<file path="src/rtl/pc_gen16.sv">
// pc_gen16: program-counter stage; drives the external adder and registers its sum as the next fetch PC.
// Latency: redirect -> new pc in 1 cycle, new pc presented with fetch_valid 2 cycles after the request.
// Backpressure: pc holds while fetch_ready=0 or stall=1; redirects override both and insert one flush bubble.
// Optional build macro PC_ALIGN_CHECK_EN adds a sticky misalign_err output for odd redirect targets.
module pc_gen16 #(
    parameter logic [15:0] RESET_PC = 16'h0000,
    parameter logic [15:0] INC      = 16'd2
) (
    input  logic        clk,
    input  logic        rst,
    input  logic        stall,
    input  logic        fetch_ready,
    input  logic        redir_valid,
    input  logic [15:0] redir_base,
    input  logic [15:0] redir_off,
    input  logic [15:0] add_s,
    output logic [15:0] add_a,
    output logic [15:0] add_b,
    output logic [15:0] pc,
    output logic        fetch_valid,
    output logic        flush,
    output logic [15:0] fetch_count
`ifdef PC_ALIGN_CHECK_EN
    ,
    output logic        misalign_err
`endif
);

    typedef enum logic [1:0] {
        BOOT  = 2'd0,
        FETCH = 2'd1,
        FLUSH = 2'd2
    } state_t;

    state_t      state;
    state_t      state_nxt;
    logic [15:0] pc_nxt;
    logic [15:0] count_nxt;
    logic [15:0] pc_load;

    // Instructions are 16-bit aligned, so bit 0 of any loaded PC is forced low.
    assign pc_load = add_s & 16'hFFFE;

    // Operand mux, fetch request and next-state selection (redirect > stall > advance).
    always_comb begin
        state_nxt   = state;
        pc_nxt      = pc;
        count_nxt   = fetch_count;
        add_a       = pc;
        add_b       = INC;
        fetch_valid = (state == FETCH) && !stall;

        if (redir_valid) begin
            add_a     = redir_base;
            add_b     = redir_off;
            pc_nxt    = pc_load;
            state_nxt = FLUSH;
        end else if (stall) begin
            if (state != FETCH) begin
                state_nxt = FETCH;
            end
        end else begin
            case (state)
                BOOT:    state_nxt = FETCH;
                FLUSH:   state_nxt = FETCH;
                FETCH: begin
                    if (fetch_ready) begin
                        pc_nxt    = pc_load;
                        count_nxt = fetch_count + 16'd1;
                    end
                end
                default: state_nxt = BOOT;
            endcase
        end
    end

    // State, PC, accepted-fetch counter and the registered flush flag.
    always_ff @(posedge clk or posedge rst) begin
        if (rst) begin
            state       <= BOOT;
            pc          <= RESET_PC;
            fetch_count <= 16'd0;
            flush       <= 1'b0;
        end else begin
            state       <= state_nxt;
            pc          <= pc_nxt;
            fetch_count <= count_nxt;
            flush       <= (state_nxt == FLUSH);
        end
    end

`ifdef PC_ALIGN_CHECK_EN
    // Sticky flag for a redirect that targets an odd address; only reset clears it.
    always_ff @(posedge clk or posedge rst) begin
        if (rst) begin
            misalign_err <= 1'b0;
        end else if (redir_valid && add_s[0]) begin
            misalign_err <= 1'b1;
        end
    end
`endif

endmodule

</file>
<file path="config.mk">
export PLATFORM = sky130hd
export DESIGN_NAME = pc_gen16
export DESIGN_NICKNAME = d
export VERILOG_FILES = /design/src/rtl/pc_gen16.sv
export SDC_FILE = /design/constraint.sdc
export NUM_CORES = 1
export LEC_CHECK = 0
export ABC_AREA = 0
export CORE_MARGIN = 10
export CORE_UTILIZATION = 35
export CTS_CLUSTER_SIZE = 24
export DETAILED_ROUTE_END_ITERATION = 8
export GPL_TIMING_DRIVEN = 1
export PLACE_DENSITY = 0.8
export SLEW_MARGIN = 20
export SYNTH_ARGS = -nofsm -noshare
export SYNTH_HDL_FRONTEND = slang
export SYNTH_SLANG_ARGS = --single-unit
</file>
<file path="constraint.sdc">
create_clock -name clk -period 2.1 [get_ports clk]
set_input_delay 0.525 -clock clk [delete_from_list [all_inputs] [get_ports clk]]
set_output_delay 0.525 -clock clk [all_outputs]
set_load 0.01 [all_outputs]
</file>
==> flow_summary.yaml <==
synth:
  ys_warn_count: 0
  syn_area_per_cell_um2: 11.89
  netlist_instances: 144
  ys_ff_latch: 34
  ys_seq_area_frac: 0.4971
  syn_nets: 198
  netlist_area_um2: 1712
  yosysUniqueCellTypes: 26
worst_setup_path:
  startpoint_type: "input port"
  critPathKind: "input port to output port"
  critPathCaptureType: "output port"
  crit_arrival_ns: 1.53
  worstPathMaxFanout: 3
  required_ns: 1.57
clock_network:
  cts_setup_buffers: 0
  clk_latency_ns: 0.28
  holdBufCountCts: 0
  cts_made_buffers: 5
  cts-root-buf: "clkbuf_8"
  clk_transition_reported_paths_ns: 0.07
  cts_max_path_buffers: 2
  cts.sinks: 34
  cts_tree: "yes"
  htreeDepth: 2
floorplanning:
  die-area_um2: 8087
  core_area_um2: 4723
  design.portCount: 119
  row_count: 25
  die_y_um: 89.93
  start_util: 0.3624
  chipWidth_um: 89.93
route:
  drtIter0Drc: 50
  drcViolationCount: 0
  drtAntennaViolNets: 0
  routedWlPerCell_um: 16.45
  vias: 1508
  wl_um: 5578
  drtPass1Iterations: 5
  viasPerCell: 4.448
sta:
  fmax_mhz: 486.2
  setup_viol: 0
  min_period_over_period: 0.9794
  period_minus_slack_ns: 2.057
  hold_viol: 0
  rsz0062_at_grt: "true"
  whs_ns: 0.4798
  finalClockSkew_ns: 0.003223
  finalMaxSlewViolations: 0
finish:
  postLayoutCoreUtil: 0.6641
  drive_gt1_frac: 0.2022
  layout_commonest_cell: "clkdlybuf4s50_1"
  area_growth_pct: 83.26
  layout_common_cells: "82 x clkdlybuf4s50_1, 34 x dfrtp_1, 32 x dlygate4sd2_1, 31 x mux2_2, 18 x and2_1"
  diodes: 0
  nNetsFinal: 325
power:
  vdd_ir_drop_max_uv: 393.1
  p_switching_mw: 0.4505
  power_leakage_nw: 1.433
  p_comb_frac: 0.276
  p_per_area_nw_per_um2: 587.7
  switching_share: 0.2444
  pwr-share-seq: 0.415
  p_clk_frac: 0.309
  p_int_mw: 1.393
  power_mw: 1.843
global_routing:
  grt_pass1_vias: 1581
  grt_max_degree: 35
  grt_pass1_wl_um: 8825
  gr-total-overflow: 0
  antenna_found_initial: 0
  grt_use_total: 0.1342
status:
  status: "complete, no violations"
flow_run:
  max_cap_violations: 0
placed_design:
  place_congestion: 0.7894
  hpwl_um: 4403
  placement.io_buffers: 116
worst_hold_path:
  min_path_type: "flip-flop to flip-flop"
[stage by stage]
step / cell area [um2] / cells / TNS, ns / worst slack (ns)
2_1_floorplan: 1712 / 144 / 0 / 0.01800
3_3_place_gp: 3005 / 329 / -18.39 / -0.4871
3_5_place_dp: 3005 / 329 / -19.13 / -0.4974
4_1_cts: 3136 / 339 / 0 / 0.01842
5_1_grt: 3137 / 339 / -0.000002998 / -0.000002998
6_report: 3137 / 339 / 0 / 0.04322
[final timing paths]
path,end,cells after the start,slack (ns),startpoint
worst min-delay path,fetch_count[15],1,0.48,fetch_count[15]
worst max-delay path,fetch_valid,3,0.04,stall
max in group asynchronous,pc[14],3,1.15,rst
worst min register to register,fetch_count[15],1,0.48,fetch_count[15]
min in group asynchronous,pc[15],3,0.63,rst
worst max register to register,fetch_count[15],5,0.38,state[1]
[worst max-delay path: stages]
cell             delay [ns]
clkdlybuf4s50_1        0.44
nor3b_1                0.27
clkdlybuf4s15_1        0.29
[cells in the mapped netlist, drive strengths merged]
| master | number | area share |
|---|---|---|
| a21oi | 1 | 0.0029 |
| a31oi | 1 | 0.0037 |
| and2 | 18 | 0.066 |
| and3 | 1 | 0.0037 |
| and4 | 1 | 0.0051 |
| buf | 3 | 0.014 |
| clkbuf | 6 | 0.013 |
| conb | 1 | 0.0022 |
| dfrtp | 34 | 0.50 |
| ha | 1 | 0.0073 |
| inv | 2 | 0.0044 |
| mux2 | 31 | 0.20 |
| nand2 | 8 | 0.018 |
| nand2b | 1 | 0.0037 |
| nand3 | 4 | 0.012 |
| nand4 | 4 | 0.015 |
| nand4bb | 1 | 0.0066 |
| nor2 | 5 | 0.011 |
| nor3 | 4 | 0.025 |
| nor3b | 1 | 0.0044 |
| or4b | 1 | 0.0058 |
| xnor2 | 8 | 0.041 |
| xor2 | 7 | 0.036 |
[routing by layer]
metal,track usage,wire (um),up-vias
met2,0.2331,2795,58
met5,0,0,-
met3,0.05071,385,9
met1,0.1524,2333,698
li1,-,-,743
met4,0.02918,63,0
[power by group through the flow]
stage | Combinational, mW | Sequential, mW | Clock (mW)
6_report | 0.508 | 0.765 | 0.570
3_3_place_gp | 0.528 | 0.775 | 0
2_1_floorplan | 0.168 | 0.796 | 0
3_5_place_dp | 0.536 | 0.777 | 0
4_1_cts | 0.520 | 0.765 | 0.593
5_1_grt | 0.549 | 0.775 | 0.619
[area by class of cell]
class                   instances  area (um2)
fillers                       397        1587
repair buffers                129        1279
flip-flops and latches         34       850.8
multi-input cells              99       807.0
well taps                      67       83.83
clock buffers                   5       68.82
clock inverters                 3       40.04
inverters                       2       7.507
[sequential cells by signal, summed over array words and instances, names as in the netlist]
signal	count
fetch_count	16
flush	1
pc	15
state	2
[cell families after synthesis]
family                   count (synthesis)  synth area share
AND/OR/NAND/NOR                         49            0.1747
flip-flops                              34            0.4971
multiplexers                            31            0.2039
XOR/XNOR                                15           0.07676
buffers and inverters                   11           0.03143
AO/OA/AOI/OAI                            2          0.006578
adder cells (fa/ha/maj)                  1          0.007309
other                                    1          0.002191
[what timing repair did]
item                                    in CTS  in global routing
resized for setup                           38                  1
cloned                                       2                  0
endpoints found under the setup margin      36                  1
No activity file was read; power rests on OpenSTA's default activity.
